[src/rtl/punc_ctrl_mc.sv]
// Multi-cycle control unit for a 16-bit load/store CPU: fetch/decode/execute
// sequencing, memory handshake with ack timeout, fault capture and retired count.
module punc_ctrl_mc #(
   parameter int ACK_TIMEOUT = 15,
   parameter int RET_W       = 16
) (
   input  logic             clk,
   input  logic             rst,
   input  logic [15:0]      ir,
   input  logic             mem_ack,
   input  logic             resume,
   output logic             mem_rd,
   output logic             mem_wr,
   output logic [1:0]       mem_addr_sel,
   output logic             ir_ld,
   output logic             pc_clr,
   output logic             pc_up,
   output logic             pc_ld,
   output logic             jmp_base,
   output logic             rf_wr_en,
   output logic [2:0]       rf_wr_addr,
   output logic [2:0]       rf_r_addr_0,
   output logic [2:0]       rf_r_addr_1,
   output logic [1:0]       rf_w_data_sel,
   output logic [1:0]       alu_sel,
   output logic             add_const,
   output logic             cc_en,
   output logic [2:0]       nzp,
   output logic [1:0]       sext_sel,
   output logic [2:0]       state_o,
   output logic             halted,
   output logic [1:0]       fault,
   output logic [RET_W-1:0] retired
);

   typedef enum logic [2:0] {
      S_INIT   = 3'd0,
      S_FETCH  = 3'd1,
      S_DECODE = 3'd2,
      S_EXEC   = 3'd3,
      S_EXEC2  = 3'd4,
      S_HALT   = 3'd5
   } state_t;

   localparam logic [7:0] TMO = ACK_TIMEOUT[7:0];

   state_t           state_q, state_d, ack_next_s;
   logic [7:0]       wait_q, wait_d;
   logic [1:0]       fault_q, fault_d;
   logic [RET_W-1:0] retired_q, retired_d;
   logic [3:0]       op_s;
   logic             load_s, retire_s;
   logic             unused_ir_s;

   assign op_s        = ir[15:12];
   assign unused_ir_s = ^ir[4:3];

   // Next-state, fault and per-state strobe decode.
   always_comb begin
      state_d       = state_q;
      fault_d       = fault_q;
      ack_next_s    = S_FETCH;
      load_s        = 1'b0;
      mem_rd        = 1'b0;
      mem_wr        = 1'b0;
      mem_addr_sel  = 2'b00;
      ir_ld         = 1'b0;
      pc_clr        = 1'b0;
      pc_up         = 1'b0;
      pc_ld         = 1'b0;
      jmp_base      = 1'b0;
      rf_wr_en      = 1'b0;
      rf_wr_addr    = 3'd0;
      rf_r_addr_0   = 3'd0;
      rf_r_addr_1   = 3'd0;
      rf_w_data_sel = 2'b00;
      alu_sel       = 2'b00;
      add_const     = 1'b0;
      cc_en         = 1'b0;
      nzp           = 3'd0;
      sext_sel      = 2'b00;
      case (state_q)
         S_INIT: begin
            pc_clr  = 1'b1;
            state_d = S_FETCH;
         end
         S_FETCH: begin
            mem_rd     = 1'b1;
            ack_next_s = S_DECODE;
         end
         S_DECODE: begin
            pc_up = 1'b1;
            if (op_s == 4'b1111) begin
               state_d = S_HALT;
               fault_d = 2'b00;
            end else if ((op_s == 4'b1000) || (op_s == 4'b1101)) begin
               state_d = S_HALT;
               fault_d = 2'b01;
            end else begin
               state_d = S_EXEC;
            end
         end
         S_EXEC: begin
            case (op_s)
               4'b0001, 4'b0101: begin
                  alu_sel     = (op_s == 4'b0001) ? 2'b01 : 2'b10;
                  add_const   = ir[5];
                  rf_wr_en    = 1'b1;
                  rf_wr_addr  = ir[11:9];
                  rf_r_addr_0 = ir[8:6];
                  rf_r_addr_1 = ir[2:0];
                  cc_en       = 1'b1;
                  state_d     = S_FETCH;
               end
               4'b1001: begin
                  alu_sel     = 2'b11;
                  rf_r_addr_0 = ir[8:6];
                  rf_wr_en    = 1'b1;
                  rf_wr_addr  = ir[11:9];
                  cc_en       = 1'b1;
                  state_d     = S_FETCH;
               end
               4'b0000: begin
                  nzp      = ir[11:9];
                  sext_sel = 2'b01;
                  state_d  = S_FETCH;
               end
               4'b1100: begin
                  pc_ld       = 1'b1;
                  jmp_base    = 1'b1;
                  rf_r_addr_0 = ir[8:6];
                  state_d     = S_FETCH;
               end
               4'b0100: begin
                  pc_ld         = 1'b1;
                  jmp_base      = ~ir[11];
                  sext_sel      = 2'b11;
                  rf_wr_en      = 1'b1;
                  rf_wr_addr    = 3'd7;
                  rf_w_data_sel = 2'b01;
                  rf_r_addr_0   = ir[8:6];
                  state_d       = S_FETCH;
               end
               4'b1110: begin
                  sext_sel      = 2'b01;
                  rf_w_data_sel = 2'b11;
                  rf_wr_en      = 1'b1;
                  rf_wr_addr    = ir[11:9];
                  cc_en         = 1'b1;
                  state_d       = S_FETCH;
               end
               4'b0010: begin
                  mem_rd       = 1'b1;
                  mem_addr_sel = 2'b01;
                  load_s       = 1'b1;
               end
               4'b0110: begin
                  mem_rd       = 1'b1;
                  mem_addr_sel = 2'b10;
                  add_const    = 1'b1;
                  alu_sel      = 2'b01;
                  sext_sel     = 2'b10;
                  rf_r_addr_0  = ir[8:6];
                  load_s       = 1'b1;
               end
               4'b0011: begin
                  mem_wr       = 1'b1;
                  mem_addr_sel = 2'b01;
                  rf_r_addr_0  = ir[11:9];
               end
               4'b0111: begin
                  mem_wr       = 1'b1;
                  mem_addr_sel = 2'b10;
                  add_const    = 1'b1;
                  alu_sel      = 2'b01;
                  sext_sel     = 2'b10;
                  rf_r_addr_0  = ir[11:9];
                  rf_r_addr_1  = ir[8:6];
               end
               4'b1010, 4'b1011: begin
                  mem_rd       = 1'b1;
                  mem_addr_sel = 2'b01;
                  ack_next_s   = S_EXEC2;
               end
               default: begin
                  state_d = S_FETCH;
               end
            endcase
         end
         S_EXEC2: begin
            mem_addr_sel = 2'b11;
            if (op_s == 4'b1010) begin
               mem_rd = 1'b1;
               load_s = 1'b1;
            end else begin
               mem_wr      = 1'b1;
               rf_r_addr_0 = ir[11:9];
            end
         end
         S_HALT: begin
            if ((fault_q == 2'b00) && resume) begin
               state_d = S_FETCH;
            end else begin
               state_d = S_HALT;
            end
         end
         default: begin
            state_d = S_INIT;
         end
      endcase

      // Memory handshake: ack wins over a timeout landing in the same cycle.
      if (mem_rd || mem_wr) begin
         if (mem_ack) begin
            state_d = ack_next_s;
            if (state_q == S_FETCH) begin
               ir_ld = 1'b1;
            end else if (load_s) begin
               rf_wr_en      = 1'b1;
               rf_wr_addr    = ir[11:9];
               rf_w_data_sel = 2'b10;
               cc_en         = 1'b1;
            end else begin
               ir_ld = 1'b0;
            end
         end else if (wait_q == TMO) begin
            state_d = S_HALT;
            fault_d = 2'b10;
         end else begin
            state_d = state_q;
         end
      end else begin
         load_s = 1'b0;
      end
   end

   // Wait counter and retired-instruction count.
   always_comb begin
      retire_s  = ((state_q == S_EXEC) || (state_q == S_EXEC2)) && (state_d == S_FETCH);
      retired_d = retired_q + {{(RET_W-1){1'b0}}, retire_s};
      if (state_d != state_q) begin
         wait_d = 8'd0;
      end else if ((mem_rd || mem_wr) && !mem_ack) begin
         wait_d = wait_q + 8'd1;
      end else begin
         wait_d = wait_q;
      end
   end

   // State registers with synchronous reset.
   always_ff @(posedge clk) begin
      if (rst) begin
         state_q   <= S_INIT;
         wait_q    <= 8'd0;
         fault_q   <= 2'b00;
         retired_q <= {RET_W{1'b0}};
      end else begin
         state_q   <= state_d;
         wait_q    <= wait_d;
         fault_q   <= fault_d;
         retired_q <= retired_d;
      end
   end

   assign state_o = state_q;
   assign halted  = (state_q == S_HALT);
   assign fault   = fault_q;
   assign retired = retired_q;

endmodule
[config.mk]
export PLATFORM = sky130hd
export DESIGN_NAME = punc_ctrl_mc
export DESIGN_NICKNAME = d
export VERILOG_FILES = /design/src/rtl/punc_ctrl_mc.sv
export SDC_FILE = /design/constraint.sdc
export NUM_CORES = 1
export LEC_CHECK = 0
export ABC_AREA = 1
export ABC_CLOCK_PERIOD_IN_PS = 10900
export CORE_MARGIN = 4
export CORE_UTILIZATION = 49
export CTS_CLUSTER_DIAMETER = 100
export DETAILED_ROUTE_END_ITERATION = 6
export HOLD_SLACK_MARGIN = 0.05
export PLACE_DENSITY = 0.93
export RECOVER_POWER = 50
export SLEW_MARGIN = 0
export SYNTH_ARGS = -nofsm -noshare
export SYNTH_HDL_FRONTEND = slang
export SYNTH_SLANG_ARGS = --single-unit
[constraint.sdc]
create_clock -name clk -period 10.9 [get_ports clk]
set_input_delay 3.27 -clock clk [delete_from_list [all_inputs] [get_ports clk]]
set_output_delay 3.27 -clock clk [all_outputs]
set_load 0.02 [all_outputs]
Word level (Yosys, flattened, before mapping)
Cells that the tools add are included.

cells by class
  reduce and logical (&&, ||, !) cells = 25
  equality and inequality tests = 23
  $add $sub $neg = 2
  muxes and demuxes = 73
  bitwise gates (word level) = 1

operators by type and width
  operator                                                                number
  3-bit two-way mux                                                       17
  4-bit equality test (second input constant)                             8
  3-bit one-hot mux with 2 select lines                                   5
  2-bit two-way mux                                                       14
  1-bit two-way mux                                                       26
  2-bit OR reduction                                                      9
  16-bit by 1-bit adder with 16-bit output                                1
  4-bit by 3-bit equality test with 1-bit output (second input constant)  4
  3-bit one-hot mux with 5 select lines                                   1
  2-bit one-hot mux with 2 select lines                                   3
  2-bit one-hot mux with 3 select lines                                   2
  4-bit OR reduction                                                      3
  6-bit OR reduction                                                      2
  8-bit by 1-bit adder with 8-bit output (second input constant)          1
  4-bit by 2-bit equality test with 1-bit output (second input constant)  2
  8-bit by 4-bit equality test with 1-bit output (second input constant)  1
  1-bit one-hot mux with 2 select lines                                   4
  3-bit by 1-bit equality test with 1-bit output (second input constant)  2
  3-bit by 2-bit equality test with 1-bit output (second input constant)  2
  3-bit equality test (second input constant)                             2
  5-bit OR reduction                                                      1
  4-bit by 1-bit equality test with 1-bit output (second input constant)  1
  4-bit logical NOT                                                       1
  1-bit logical AND                                                       3
  other kinds (7)                                                         9

word-level totals
  logic and storage cells = 128
  input port bits = 20
  register bits after elaboration = 29

Longest topological paths before layout
  depth after elaboration = 9
  gate-level depth with buffers = 24
  gate-level depth less buffers = 23

Least setup slack after synthesis
No wires, ideal clock.

  path kind = input -> output
  start = input port ir[14]
  end = output port rf_wr_addr[0]
  cell stages on the path = 10
  data required time = 7,630 ps
  buffers on the path = 0
  arrival = 4,761 ps
  slack = 2,869 ps
  cell sequence = inv_1 > nor2_1 > inv_1 > nor2_1 > nor2_1 > nor2_1 > a21oi_1 > nand2_1 > inv_1 > a21oi_1

between the ends
  cells in the longest elaborated chain, start to end = 8

RTL lines
  item                                                                               RTL line  source
  start, declared                                                                    9         input logic [15:0] ir,
  4-bit by 1-bit equality test with 1-bit output (tied with other cells)             104       case (op_s)
  4-bit OR reduction (no source line) / 2-bit OR reduction (equally long branches)   --
  3-bit one-hot mux with 2 select lines / 1-bit two-way mux (equally long branches)  104
  3-bit two-way mux / 1-bit one-hot mux with 2 select lines (equally long branches)  82        case (state_q)
  3-bit two-way mux                                                                  218       end else if (load_s) begin
  3-bit two-way mux                                                                  216       if (state_q == S_FETCH) begin
  3-bit two-way mux                                                                  214       if (mem_ack) begin
  3-bit two-way mux (*)                                                              213       if (mem_rd || mem_wr) begin
  end, declared                                                                      21        output logic [2:0] rf_wr_addr,

Mark *: on every way between the ends. The rest lies on a longest branch, timed or not.

Worst setup path after layout
  start = input port ir[15]
  end = output port rf_wr_addr[0]

Same word-level chain as after synthesis.

==> impl_metrics.env <==
export IMPL_status="complete, no violations"
export IMPL_gp_congestion=0.925
export IMPL_cts_tree="yes"
export IMPL_grt_setup_unrepaired="false"
export IMPL_r2r_end="retired[14]"
export IMPL_critical_path_required_ns=7.63
export IMPL_fin_tns_setup_ns=0
export IMPL_antenna_found_initial=0
export IMPL_ff2ff_setup_slack_ns=7.23
export IMPL_syn_area_sq_mm=0.00200
export IMPL_path_clk_slew_ns=0.06
export IMPL_skew_ns=0.00771
export IMPL_synth_fp_nets=344
export IMPL_rows=22
export IMPL_crit_type="in -> out"
export IMPL_nFillCells=336
export IMPL_numCtsBuffers=5
export IMPL_die_w_um=71.8
export IMPL_ir_drop_uv=83.0
export IMPL_die_h_um=71.8
export IMPL_initial_utilization=0.526
export IMPL_ys_async_sr_fraction=0
export IMPL_cts_buffer_depth=2
export IMPL_synthFlopType="dfxtp_1"
export IMPL_wire_per_inst_um=12.4
export IMPL_ant_nets=0
export IMPL_hp_start="retired[15]"
export IMPL_io_pins=72
export IMPL_layout_min_cycle_time_ns=9.03
export IMPL_routed_via_density=5.18
export IMPL_core_area_sq_mm=0.00380
export IMPL_start_kind="input pin"
export IMPL_crit_arrival_ns=5.76
export IMPL_postSynthCellCount=321
export IMPL_synth_top_area_share=0.291
export IMPL_synthToLayoutAreaGrowth_pct=39.2
export IMPL_gr_total_overflow=0
export IMPL_cts_sinks=29
export IMPL_avgSynthCellArea_sq_um=6.22
export IMPL_yosysTopAreaCell="dfxtp_1"
export IMPL_diodes=0
export IMPL_synthDistinctLibCells=33
export IMPL_cts_setup_buffers=0
export IMPL_end_kind="primary output"
export IMPL_final_util=0.732
export IMPL_fin_nets=417
export IMPL_static_leakage_power_nw=1.26
export IMPL_yosysSeqAreaShare=0.291
export IMPL_synth_common_cells="nand2_1, inv_1, nor2_1, dfxtp_1, nand3_1"
export IMPL_synth_area_leaders="dfxtp_1, nand2_1, inv_1, nor2_1, nand3_1"
export IMPL_grtUsageTotal=0.232
export IMPL_grt_pass1_wl_um=9600
export IMPL_drv_cap=0
export IMPL_hold_violations=0
export IMPL_p_total_w=0.000376
export IMPL_ys_warnings_count=0
export IMPL_drc=0
export IMPL_powerDensity_mw_per_mm2=135
export IMPL_drive_above_1_share=0.0709
export IMPL_clock_fmax_mhz=111
export IMPL_drt_iter0_drc=237
export IMPL_yosysMostFrequentCell="nand2_1"
export IMPL_cp_startpoint="ir[15]"
export IMPL_via_count=2296
export IMPL_htreeDepth=2
export IMPL_slew_headroom=0.654
export IMPL_drtPass1Iterations=4
export IMPL_hold_depth=1
export IMPL_whs_endpoint="retired[15]"
export IMPL_period_share=0.829
export IMPL_grt_pass1_vias=2137
export IMPL_dp_cells=435
export IMPL_cts_resized=0
export IMPL_synth_edff_count=0
export IMPL_ys_seq_elements=29
export IMPL_maxSlewViolCount=0
export IMPL_reg2reg_from="state_o[0]"
export IMPL_cts_root_buf="clkbuf_8"
export IMPL_reg2reg_depth=21
export IMPL_dieArea_sq_mm=0.00516
export IMPL_grt_max_degree=14
export IMPL_worstSkewPairLatency_ns=0.29
export IMPL_worstMarginPinSlew_ns=0.516
export IMPL_io_buffers=69
export IMPL_routed_wl_um=5510
export IMPL_setup_viol=0
export IMPL_finalNonFillerCells=443
export IMPL_dp_hpwl_um=4370
export IMPL_hold_class="reg -> reg"
export IMPL_holdBufCountCts=0
export IMPL_crit_fanout=5
-- worst max-delay path, stage by stage --
cell,delay (ns)
dlygate4sd3_1,0.63
inv_1,0.11
nor2_1,0.35
nand3_1,0.12
nand2_1,0.13
nand3_1,0.15
nand2_1,0.13
inv_1,0.07
a21oi_1,0.15
clkdlybuf4s50_1,0.64
-- where the power goes --
group	switching, W	internal [W]	total, W
clock	0.0000400	0.0000440	0.0000840
combinational	0.000106	0.0000616	0.000167
sequential	0.0000122	0.000112	0.000124
-- sequential cells by signal, indices dropped and copies added (netlist names) --
| name | cells |
|---|---|
| fault | 2 |
| retired | 16 |
| state_o | 3 |
| wait_q | 8 |
-- per-layer routing --
metal | GRT usage | vias to the layer above | wire length [um]
met2 | 0.389 | 64 | 2750
met5 | 0 | - | 0
li1 | - | 1155 | -
met4 | 0.0647 | 0 | 85
met3 | 0.0659 | 10 | 348
met1 | 0.288 | 1067 | 2330
-- layout make-up --
type                            count  area, sq um  share of cell area
Clock inverter                      2         10.0             0.00360
Timing Repair Buffer               69          691               0.249
Clock buffer                        6         72.6              0.0261
Tap cell                           48         60.1              0.0216
Inverter                           60          225              0.0810
Multi-Input combinational cell    229         1140               0.410
Sequential cell                    29          581               0.209
-- stage by stage --
step | hold slack [ns] | setup slack, ns | area [sq um]
global route | 0.517 | 1.67 | 2780
global placement | 0.462 | 2.14 | 2730
detailed placement | 0.472 | 2.08 | 2730
finish | 0.474 | 1.87 | 2780
floorplan | 0.537 | 2.87 | 2000
CTS | 0.481 | 2.06 | 2810
-- placed cells by master (no fill, tap or decap) --
cell type        instances
o21a_1                   1
dlygate4sd3_1           24
clkinv_2                 2
ha_1                     3
nor2_1                  49
o22ai_1                  5
xnor2_1                  3
nand2_4                  1
nand2_1                 73
a211oi_1                 1
a31oi_1                  2
nand3_1                 23
nor3_1                   6
o21ai_0                  8
nor2_2                  10
inv_2                    4
nand2_2                  2
nor4_1                   1
nor3b_1                  2
inv_1                   56
a21oi_1                 15
clkbuf_8                 5
nand3_2                  2
clkbuf_1                 1
and3_1                   1
o32ai_1                  1
o31ai_1                  1
nand3b_1                 1
o21ai_1                  1
dfxtp_1                 29
clkdlybuf4s50_1         45
nor2_4                   2
nand4_1                  7
xor2_1                   8
-- kinds of logic (layout without fill, tap and decap cells) --
| family | count (synthesis) | count (layout) | synth area share |
|---|---|---|---|
| buffers and inverters | 63 | 137 | 0.122 |
| xor gates and xnor gates | 11 | 11 | 0.0482 |
| AOI/OAI and AO/OA | 35 | 35 | 0.0977 |
| DFF | 29 | 29 | 0.291 |
| and+or+nand+nor | 180 | 180 | 0.422 |
| adders and majority gates | 3 | 3 | 0.0188 |
-- worst max path at each step --
| stage | endpoint | slack [ns] | cells after the start |
|---|---|---|---|
| after global placement | rf_wr_addr[1] | 2.14 | 12 |
| final | rf_wr_addr[0] | 1.87 | 10 |
| after floorplan | rf_wr_addr[0] | 2.87 | 10 |
| after CTS | rf_wr_addr[1] | 2.06 | 12 |
| after detailed placement | rf_wr_addr[1] | 2.08 | 12 |
| after global routing | rf_wr_addr[1] | 1.67 | 10 |
(Power assumes the default switching activity.)
